==> src/rtl/m72_pkg.sv <==
// Shared line geometry for the SDRAM read responder.
// A line is LINE_HW halfwords; the tag is the halfword address above the
// line offset (addr[24:3]).
package m72_pkg;

    localparam int unsigned LINE_HW  = 4;
    localparam int unsigned TAG_W    = 22;
    localparam int unsigned HW_W     = 16;
    localparam int unsigned HW_IDX_W = $clog2(LINE_HW);

    localparam logic [HW_IDX_W-1:0] LAST_HW = HW_IDX_W'(LINE_HW - 1);

    typedef logic [TAG_W-1:0]              tag_t;
    typedef logic [LINE_HW-1:0][HW_W-1:0]  line_t;

endpackage

==> src/rtl/resp_line_buf.sv <==
// Single-line read buffer: four halfwords plus tag and valid bit.
// Ports:
//   clk, reset          clock, asynchronous active-high reset
//   wr_en/wr_idx/wr_data  halfword write port used while filling
//   set_valid/set_tag   mark the line valid with the given tag
//   inv                 clear valid (wins over set_valid in the same cycle)
//   line_data/valid/tag current contents
module resp_line_buf
    import m72_pkg::*;
(
    input  logic                clk,
    input  logic                reset,
    input  logic                wr_en,
    input  logic [HW_IDX_W-1:0] wr_idx,
    input  logic [HW_W-1:0]     wr_data,
    input  logic                set_valid,
    input  tag_t                set_tag,
    input  logic                inv,
    output line_t               line_data,
    output logic                valid,
    output tag_t                tag
);

    line_t line_q, line_d;
    logic  valid_q, valid_d;
    tag_t  tag_q, tag_d;

    always_comb begin
        line_d  = line_q;
        valid_d = valid_q;
        tag_d   = tag_q;
        if (wr_en) begin
            line_d[wr_idx] = wr_data;
        end
        if (set_valid) begin
            valid_d = 1'b1;
            tag_d   = set_tag;
        end
        if (inv) begin
            valid_d = 1'b0;
        end
    end

    always_ff @(posedge clk or posedge reset) begin
        if (reset) begin
            line_q  <= '0;
            valid_q <= 1'b0;
            tag_q   <= '0;
        end else begin
            line_q  <= line_d;
            valid_q <= valid_d;
            tag_q   <= tag_d;
        end
    end

    assign line_data = line_q;
    assign valid     = valid_q;
    assign tag       = tag_q;

endmodule

==> src/rtl/sdram_read_responder.sv <==
// 32-bit read responder in front of a 16-bit memory port, with a one-line
// read cache (CACHE_EN=1) and a one-deep pending request slot.
// Ports:
//   clk, reset           clock, asynchronous active-high reset
//   sdr_addr/sdr_req     halfword request address and one-cycle strobe
//   sdr_data/sdr_rdy     response dword and one-cycle strobe
//   inv                  one-cycle cache invalidate
//   mem_addr/mem_rd      halfword read address and held read request
//   mem_ack/mem_dout     per-halfword completion and data
module sdram_read_responder
    import m72_pkg::*;
#(
    parameter bit CACHE_EN = 1'b1
) (
    input  logic        clk,
    input  logic        reset,
    input  logic [24:1] sdr_addr,
    input  logic        sdr_req,
    output logic [31:0] sdr_data,
    output logic        sdr_rdy,
    input  logic        inv,
    output logic [24:1] mem_addr,
    output logic        mem_rd,
    input  logic        mem_ack,
    input  logic [15:0] mem_dout
);

    typedef enum logic [1:0] {IDLE, FILL, RESP} state_t;

    state_t                state_q, state_d;
    logic                  mem_rd_q, mem_rd_d;
    logic [24:1]           mem_addr_q, mem_addr_d;
    logic                  sdr_rdy_q, sdr_rdy_d;
    logic [31:0]           sdr_data_q, sdr_data_d;
    logic [HW_IDX_W-1:0]   k_q, k_d;
    logic                  idx_q, idx_d;
    tag_t                  tag_q, tag_d;
    logic                  pend_q, pend_d;
    logic [24:2]           pend_addr_q, pend_addr_d;
    logic                  inv_fill_q, inv_fill_d;

    logic                  lb_wr_en;
    logic                  lb_set_valid;
    line_t                 lb_line;
    logic                  lb_valid;
    tag_t                  lb_tag;

    logic [24:2]           req_addr;
    tag_t                  req_tag;
    logic                  req_idx;
    logic                  hit;
    logic                  addr_bit1_unused;

    // Requests are dword aligned; halfword bit 1 carries no information.
    assign addr_bit1_unused = sdr_addr[1];

    // A pending request takes priority over a strobe arriving in IDLE.
    assign req_addr = pend_q ? pend_addr_q : sdr_addr[24:2];
    assign req_tag  = req_addr[24:3];
    assign req_idx  = req_addr[2];
    assign hit      = CACHE_EN && lb_valid && (lb_tag == req_tag);

    resp_line_buf u_line (
        .clk       (clk),
        .reset     (reset),
        .wr_en     (lb_wr_en),
        .wr_idx    (k_q),
        .wr_data   (mem_dout),
        .set_valid (lb_set_valid),
        .set_tag   (tag_q),
        .inv       (inv),
        .line_data (lb_line),
        .valid     (lb_valid),
        .tag       (lb_tag)
    );

    always_comb begin
        state_d      = state_q;
        mem_rd_d     = mem_rd_q;
        mem_addr_d   = mem_addr_q;
        sdr_rdy_d    = 1'b0;
        sdr_data_d   = sdr_data_q;
        k_d          = k_q;
        idx_d        = idx_q;
        tag_d        = tag_q;
        pend_d       = pend_q;
        pend_addr_d  = pend_addr_q;
        inv_fill_d   = inv_fill_q;
        lb_wr_en     = 1'b0;
        lb_set_valid = 1'b0;

        if (state_q != IDLE && sdr_req) begin
            pend_d      = 1'b1;
            pend_addr_d = sdr_addr[24:2];
        end

        unique case (state_q)
            IDLE: begin
                if (pend_q || sdr_req) begin
                    // Serving the pending slot while a new strobe arrives
                    // leaves the new strobe queued behind it.
                    pend_d = pend_q && sdr_req;
                    if (pend_q && sdr_req) begin
                        pend_addr_d = sdr_addr[24:2];
                    end
                    tag_d = req_tag;
                    idx_d = req_idx;
                    if (hit) begin
                        state_d    = RESP;
                        sdr_rdy_d  = 1'b1;
                        sdr_data_d = req_idx ? {lb_line[3], lb_line[2]}
                                             : {lb_line[1], lb_line[0]};
                    end else begin
                        state_d    = FILL;
                        mem_rd_d   = 1'b1;
                        mem_addr_d = {req_tag, {HW_IDX_W{1'b0}}};
                        k_d        = '0;
                        inv_fill_d = 1'b0;
                    end
                end
            end
            FILL: begin
                // An invalidate seen anywhere in the fill keeps the line
                // invalid once the fill lands.
                if (inv) begin
                    inv_fill_d = 1'b1;
                end
                if (mem_ack) begin
                    lb_wr_en = 1'b1;
                    if (k_q == LAST_HW) begin
                        mem_rd_d     = 1'b0;
                        state_d      = RESP;
                        sdr_rdy_d    = 1'b1;
                        lb_set_valid = !inv_fill_q;
                        // The last halfword is still on mem_dout this cycle.
                        sdr_data_d   = idx_q ? {mem_dout, lb_line[2]}
                                             : {lb_line[1], lb_line[0]};
                    end else begin
                        k_d        = k_q + 1'b1;
                        mem_addr_d = {tag_q, k_q + 1'b1};
                    end
                end
            end
            RESP: begin
                state_d = IDLE;
            end
            default: begin
                state_d = IDLE;
            end
        endcase
    end

    always_ff @(posedge clk or posedge reset) begin
        if (reset) begin
            state_q     <= IDLE;
            mem_rd_q    <= 1'b0;
            mem_addr_q  <= '0;
            sdr_rdy_q   <= 1'b0;
            sdr_data_q  <= '0;
            k_q         <= '0;
            idx_q       <= 1'b0;
            tag_q       <= '0;
            pend_q      <= 1'b0;
            pend_addr_q <= '0;
            inv_fill_q  <= 1'b0;
        end else begin
            state_q     <= state_d;
            mem_rd_q    <= mem_rd_d;
            mem_addr_q  <= mem_addr_d;
            sdr_rdy_q   <= sdr_rdy_d;
            sdr_data_q  <= sdr_data_d;
            k_q         <= k_d;
            idx_q       <= idx_d;
            tag_q       <= tag_d;
            pend_q      <= pend_d;
            pend_addr_q <= pend_addr_d;
            inv_fill_q  <= inv_fill_d;
        end
    end

    assign sdr_rdy  = sdr_rdy_q;
    assign sdr_data = sdr_data_q;
    assign mem_rd   = mem_rd_q;
    assign mem_addr = mem_addr_q;

endmodule

==> config.mk <==
export PLATFORM = sky130hd
export DESIGN_NAME = sdram_read_responder
export DESIGN_NICKNAME = d
export VERILOG_FILES = /design/src/rtl/m72_pkg.sv /design/src/rtl/resp_line_buf.sv /design/src/rtl/sdram_read_responder.sv
export SDC_FILE = /design/constraint.sdc
export NUM_CORES = 1
export LEC_CHECK = 0
export ABC_AREA = 1
export CORE_ASPECT_RATIO = 0.9
export CORE_UTILIZATION = 40
export CTS_BUF_LIST = sky130_fd_sc_hd__clkbuf_8
export DETAILED_ROUTE_END_ITERATION = 12
export SYNTH_ARGS = -nofsm -noshare
export SYNTH_HDL_FRONTEND = slang
export SYNTH_SLANG_ARGS = --single-unit
==> constraint.sdc <==
create_clock -name clk -period 8.55 [get_ports clk]
set_input_delay 1.71 -clock clk [delete_from_list [all_inputs] [get_ports clk]]
set_output_delay 1.71 -clock clk [all_outputs]
set_load 0.02 [all_outputs]
==> summary.txt, run 1 <==
Power
  • LEAKAGE: 5.17 nW
  • Internal power: 2.27 mW
  • Sw Ratio: 43.5%
  • Reg power frac: 37.7%
  • Power density cells: 367 nW/µm²
  • Clock power share: 15.5%
  • Comb pwr share: 46.7%
  • NetSw: 1.75 mW
  • Final Power: 4.02 mW
  • Max VDD drop: 0.000169 V

Route
  • Vias per cell: 5.09
  • Highest Signal Layer: met4
  • Routed wl met2: 10.7 mm
  • Initial DRC count: 531
  • Drt first pass iters: 6
  • WL/cell: 15.6 µm
  • Routed length on met1: 12.2 mm
  • Post-Route WL: 24.1 mm
  • Antenna-violating nets left: 0
  • Met3 Wirelength: 1.04 mm
  • Vias: 7,896
  • Residual DRC: 0

Setup path
  • Worst Path Arrival: 4.23 ns
  • FF-to-FF Start: state_q[1]
  • FF-to-FF setup slack: 5.40 ns
  • R2R cell count: 7
  • CP Capture Type: register
  • CP max FO: 45
  • CP startpoint kind: input port
  • FF-to-FF End: u_line.tag[0]
  • Worst Path Class, Setup: input port to register
  • Required time worst endpoint: 8.89 ns

Cells and area
  • Multi-input gate area: 3790 µm²
  • Antenna fix cells: 0
  • Nets: 1,290
  • Area Overhead vs Synth: 16.6%
  • Share of cells above drive strength 1: 6.30%
  • Non-Filler Instances: 1,551
  • Fill count: 2,253
  • Register area: 4880 µm²
  • Fin area: 11,000 µm²

Worst hold path
  • Worst hold-check path type: register to register
  • HP Start: inv_fill_q
  • Endpoint with the worst hold slack: inv_fill_q
  • Hold Path Depth: 2

Floorplanning
  • Initial Utilization: 41.2%
  • # rows: 52
  • Die height: 147 µm
  • IO Pins: 103
  • Die footprint: 24,100 µm²
  • Die Wd: 163 µm
  • Core area: 22,800 µm²

GRT
  • Vias in the first global route: 7,478
  • First-pass GRT wire length: 39.6 mm
  • Total GRT Usage: 21.2%
  • Antenna violations before repair: 0
  • Largest net degree at the start of global routing: 118
  • Grt ovf: 0

Timing
  • Clock skew: 0.0197 ns
  • Setup Viol. Count Final: 0
  • RSZ-0062 raised after global routing: false
  • Max-slew violations: 0
  • Final Hold Vio Count: 0
  • Setup TNS: 0 ns
  • Slew headroom: 29.6%
  • Crit path time final: 3.89 ns
  • Max Clk Rate: 257 MHz
  • Transition time of the tightest slew-check pin: 1.05 ns
  • Final period util: 45.5%

CTS
  • Clk buf depth: 2
  • Post-CTS sizing: 0
  • CTS Buf Count: 17
  • Clock latency on the worst-skew pair: 0.48 ns
  • Root Buffer: clkbuf_8
  • Clock transition at path regs: 0.10 ns
  • H-tree depth: 4
  • CTS Sinks: 195
  • CTS tree: built
  • Hold-fix buffers, CTS: 0
  • # Post-CTS Setup Buffers: 0

Placed design
  • GP Congestion: 0.761
  • I/O Buffers: 101
  • DP Cell Count: 1,519
  • Placed Area: 10,500 µm²
  • Hpwl dp: 15.1 mm

Run status
  • Status: finished clean

Synthesis
  • Seq cells post-synth: 195
  • Synth area leader: dfrtp_1
  • Seq/Total Area, Yosys: 52.0%
  • Dominant cells by area after synthesis: dfrtp_1 52%, nand2_1 14%, o21ai_0 12%
  • Syn. warnings: 0
  • Average size of a mapped cell: 7.94 µm²
  • Post-Syn Area: 9390 µm²
  • Syn Nets: 1,231
  • Cells after Synth: 1,182
  • Yosys top cell area share: 52.0%
  • Yosys cell types: 28

Job
  • Max_cap viols: 0
placed cells by master (no fill, tap or decap), drive strengths merged, types with 20 or more instances in the layout:
master	instances
o21ai	233
nor2	52
mux2	20
clkdlybuf4s50	101
a21oi	34
nand2	346
inv	110
clkbuf	20
dfrtp	195
nand3	110
registers in the layout (all words and copies together) (netlist names):
name              cells
state_q               2
u_line.line_data     64
pend_addr_q          23
mem_addr             24
pend_q                1
mem_rd                1
u_line.valid          1
idx_q                 1
tag_q                22
sdr_rdy               1
u_line.tag           22
sdr_data             32
inv_fill_q            1
power by group through the flow:
stage / combinational [mW] / clock [mW] / sequential [mW]
after CTS: 1.90 / 0.639 / 1.52
after floorplan: 1.14 / 0 / 1.64
after detailed placement: 1.89 / 0 / 1.54
after global routing: 2.13 / 0.673 / 1.57
final: 1.88 / 0.624 / 1.52
after global placement: 1.86 / 0 / 1.53
routing by layer:
layer,global-route usage (%),vias up
met1,31.6,3773
met5,0,-
met4,4.95,0
met2,31.8,159
li1,-,3940
met3,3.67,24
cells by family after synthesis:
logic type,synth area share (%)
and+or+nand+nor,22.9
DFF,52.0
muxes,2.40
buffers and inverters,7.92
AOI/OAI and AO/OA,14.2
adders and majority gates,0.533
critical path, stage by stage:
cell and delay, ns:
clkdlybuf4s50_1 0.58, nand2_1 0.11, nor2_2 0.12, buf_4 0.36
inv_2 0.37, or2_2 0.71, nand2_1 0.15, o21ai_0 0.09
worst max path at each step:
stage | slack [ns] | from | cells past startpoint | endpoint
final | 4.66 | mem_ack | 8 | u_line.tag[1]
after global routing | 4.43 | mem_ack | 8 | u_line.tag[7]
after CTS | 4.64 | mem_ack | 7 | u_line.tag[7]
after detailed placement | 4.12 | mem_ack | 7 | u_line.tag[8]
after global placement | 4.17 | mem_ack | 7 | u_line.tag[0]
after floorplan | 1.53 | reset | 1 | idx_q
per-stage QoR:
step / hold WS (ns) / worst slack, ns / util (%)
final: 0.480 / 4.66 / 48.1
after global routing: 0.499 / 4.43 / 48.1
after CTS: 0.485 / 4.64 / 48.1
after detailed placement: 0.464 / 4.12 / 46.3
after global placement: 0.447 / 4.17 / 46.3
after floorplan: 0.434 / 1.53 / -
Yosys cell counts (all sizes together):
library cell,number
nand2,346
o21ai,233
dfrtp,195
nand3,110
inv,106
nor2,52
clkbuf,45
a21oi,34
buf,27
mux2,20
ha,4
nand3b,3
nand4,3
nor3,2
and2,1
or2,1
final cells by class:
cell class / instances / area share (%)
inverters: 106 / 3.72
flip-flops and latches: 195 / 44.6
clock inverters: 12 / 1.19
repair buffers: 112 / 9.99
clock buffers: 20 / 2.51
well taps: 297 / 3.39
multi-input cells: 809 / 34.6
No activity file was read; power rests on OpenSTA's default activity.
==> inputs of run 2 (changes only) <==
==> constraint.sdc (replaced) <==
create_clock -name clk -period 3.52 [get_ports clk]
set_input_delay 0.704 -clock clk [delete_from_list [all_inputs] [get_ports clk]]
set_output_delay 0.704 -clock clk [all_outputs]
set_load 0.02 [all_outputs]
==> summary.txt, run 2 (synthesis results as in run 1) <==
Route
  • Vias: 7,887 (was 7,896)
  • Residual DRC: 0 (unchanged)
  • Post-Route WL: 23.9 mm (was 24.1 mm)
  • Antenna-violating nets left: 0 (unchanged)
  • Vias per cell: 5.03 (was 5.09)
  • Initial DRC count: 588 (was 531)
  • WL/cell: 15.2 µm (was 15.6 µm)
  • Drt first pass iters: 5 (was 6)

GRT
  • Antenna violations before repair: 0 (unchanged)
  • Grt ovf: 0 (unchanged)
  • Total GRT Usage: 21.0% (was 21.2%)
  • Vias in the first global route: 7,397 (was 7,478)
  • First-pass GRT wire length: 39.5 mm (was 39.6 mm)
  • Largest net degree at the start of global routing: 68 (was 118)

Floorplanning
  • IO Pins: 103 (unchanged)
  • # rows: 52 (unchanged)
  • Initial Utilization: 41.2% (unchanged)
  • Die height: 147 µm (unchanged)
  • Die Wd: 163 µm (unchanged)
  • Die footprint: 24,100 µm² (unchanged)
  • Core area: 22,800 µm² (unchanged)

Job
  • Max_cap viols: 0 (unchanged)

Timing
  • Setup TNS: 0 ns (unchanged)
  • Max-slew violations: 0 (unchanged)
  • RSZ-0062 raised after global routing: false (unchanged)
  • Setup Viol. Count Final: 0 (unchanged)
  • Slew headroom: 44.8% (was 29.6%)
  • Final Hold Vio Count: 0 (unchanged)
  • Transition time of the tightest slew-check pin: 0.828 ns (was 1.05 ns)
  • Final period util: 75.2%
  • Crit path time final: 2.65 ns
  • Clock skew: 0.0168 ns (was 0.0197 ns)
  • Max Clk Rate: 378 MHz

Setup path
  • CP Capture Type: register (unchanged)
  • FF-to-FF Start: pend_q (was state_q[1])
  • R2R cell count: 12 (was 7)
  • Crit-path cells: buf_4 -> nand2_1 -> nand3_1 -> nand2_1 -> nor2_1 -> nand2_1 -> nor2_2 -> nand3_2 -> nand2_4 -> nand2_4 -> nand2_1 -> nand2_1 (was clkdlybuf4s50_1 -> nand2_1 -> nor2_2 -> buf_4 -> inv_2 -> or2_2 -> nand2_1 -> o21ai_0)
  • Slowest CP cell: dfrtp_1 (was or2_2)
  • Critical path's largest stage delay: 0.61 ns (was 0.71 ns)
  • CP startpoint kind: register (was input port)
  • CP max FO: 28 (was 45)
  • Family with the most delay on the worst path: simple AND/OR/NAND/NOR gates (was buffers and inverters)
  • Most used cell, CP: nand2_1 (unchanged)
  • Required time worst endpoint: 3.87 ns (was 8.89 ns)
  • Worst Path Arrival: 2.99 ns (was 4.23 ns)
  • Worst Path Class, Setup: register to register (was input port to register)
  • FF-to-FF setup slack: 0.87 ns (was 5.40 ns)
  • WP buf/inv: 1 (was 3)
  • FF-to-FF End: mem_addr[9] (was u_line.tag[0])

Worst hold path
  • Worst hold-check path type: register to register (unchanged)
  • Endpoint with the worst hold slack: inv_fill_q (unchanged)
  • HP Start: inv_fill_q (unchanged)
  • Hold Path Depth: 2 (unchanged)

Cells and area
  • Largest register FFs: 64 (unchanged)
  • Antenna fix cells: 0 (unchanged)
  • Commonest non-fill, non-tap cell in the layout: nand2_1 (unchanged)
  • Non-Filler Instances: 1,567 (was 1,551)
  • Area Overhead vs Synth: 18.1% (was 16.6%)
  • Share of cells above drive strength 1: 7.40% (was 6.30%)
  • Fill count: 2,256 (was 2,253)
  • Register area: 4880 µm² (unchanged)
  • Nets: 1,306 (was 1,290)
  • Commonest non-fill, non-tap cells in the layout: 343 x nand2_1, 222 x o21ai_0, 195 x dfrtp_1 (unchanged)
  • Multi-input gate area: 3790 µm² (unchanged)

Placed design
  • I/O Buffers: 101 (unchanged)
  • DP Cell Count: 1,535 (was 1,519)
  • Hpwl dp: 15.8 mm (was 15.1 mm)
  • GP Congestion: 0.796 (was 0.761)

Power
  • Final Power: 9.80 mW (was 4.02 mW)
  • Power density cells: 883 nW/µm² (was 367 nW/µm²)
  • Max VDD drop: 0.000371 V (was 0.000169 V)
  • LEAKAGE: 5.25 nW (was 5.17 nW)

CTS
  • # Post-CTS Setup Buffers: 0 (unchanged)
  • Clock transition at path regs: 0.10 ns (about the same)
  • H-tree depth: 4 (unchanged)
  • Hold-fix buffers, CTS: 0 (unchanged)
  • Clock latency on the worst-skew pair: 0.47 ns (was 0.48 ns)
  • CTS Sinks: 195 (unchanged)
  • CTS tree: built (unchanged)
  • Root Buffer: clkbuf_8 (unchanged)
  • Clk buf depth: 2 (unchanged)
  • Post-CTS sizing: 0 (unchanged)
  • CTS Buf Count: 17 (unchanged)

Run status
  • Status: finished clean (unchanged)
-- run 2: worst max-delay path by stage --
stage | start | to | slack, ns | depth (start not counted)
2_1_floorplan | reset | idx_q | 0.30 | 1
3_3_place_gp | sdr_addr[16] | sdr_data[1] | 0.64 | 13
3_5_place_dp | sdr_addr[15] | mem_addr[13] | 0.64 | 13
4_1_cts | pend_q | mem_addr[4] | 0.86 | 12
5_1_grt | pend_q | mem_addr[6] | 0.60 | 12
6_report | pend_q | mem_addr[9] | 0.87 | 12
-- run 2: worst reg2reg max path: stages (launching register included) --
cell and delay (ns):
dfrtp_1 0.61, buf_4 0.35, nand2_1 0.12, nand3_1 0.09
nand2_1 0.09, nor2_1 0.12, nand2_1 0.08, nor2_2 0.19
nand3_2 0.14, nand2_4 0.31, nand2_4 0.26, nand2_1 0.13
nand2_1 0.05
-- run 2: power by group --
group | total [mW] | switching (mW) | internal (mW) | leakage [nW]
Combinational | 4.59 | 2.88 | 1.70 | 2.65
Clock | 1.49 | 0.803 | 0.690 | 0.212
Sequential | 3.72 | 0.549 | 3.17 | 2.39
-- run 2: layout make-up --
cell class,instances,share of cell area (%)
sequential,195,44.0
multi-input combinational,809,34.2
timing repair buffer,128,11.2
inverter,106,3.64
tap,297,3.35
clock buffer,20,2.48
clock inverter,12,1.16
-- run 2: stage by stage --
step                      hold WS [ns]  util (%)  area, µm²  setup WS [ns]
after global placement           0.454      46.9      10700          0.645
after floorplan                  0.434         -       9390          0.298
final                            0.478      48.7      11100          0.874
after detailed placement         0.455      46.9      10700          0.644
after CTS                        0.479      48.7      11100          0.865
after global routing             0.530      48.7      11100          0.602
-- run 2: layer usage --
layer	wire (µm)	track usage (%)	part of all wire [%]	vias to the layer above
li1	-	-	-	3963
met1	12200	32.2	51	3731
met2	10400	30.8	44	176
met3	1100	3.73	4.6	17
met4	167	4.26	0.70	0
met5	0	0	0	-
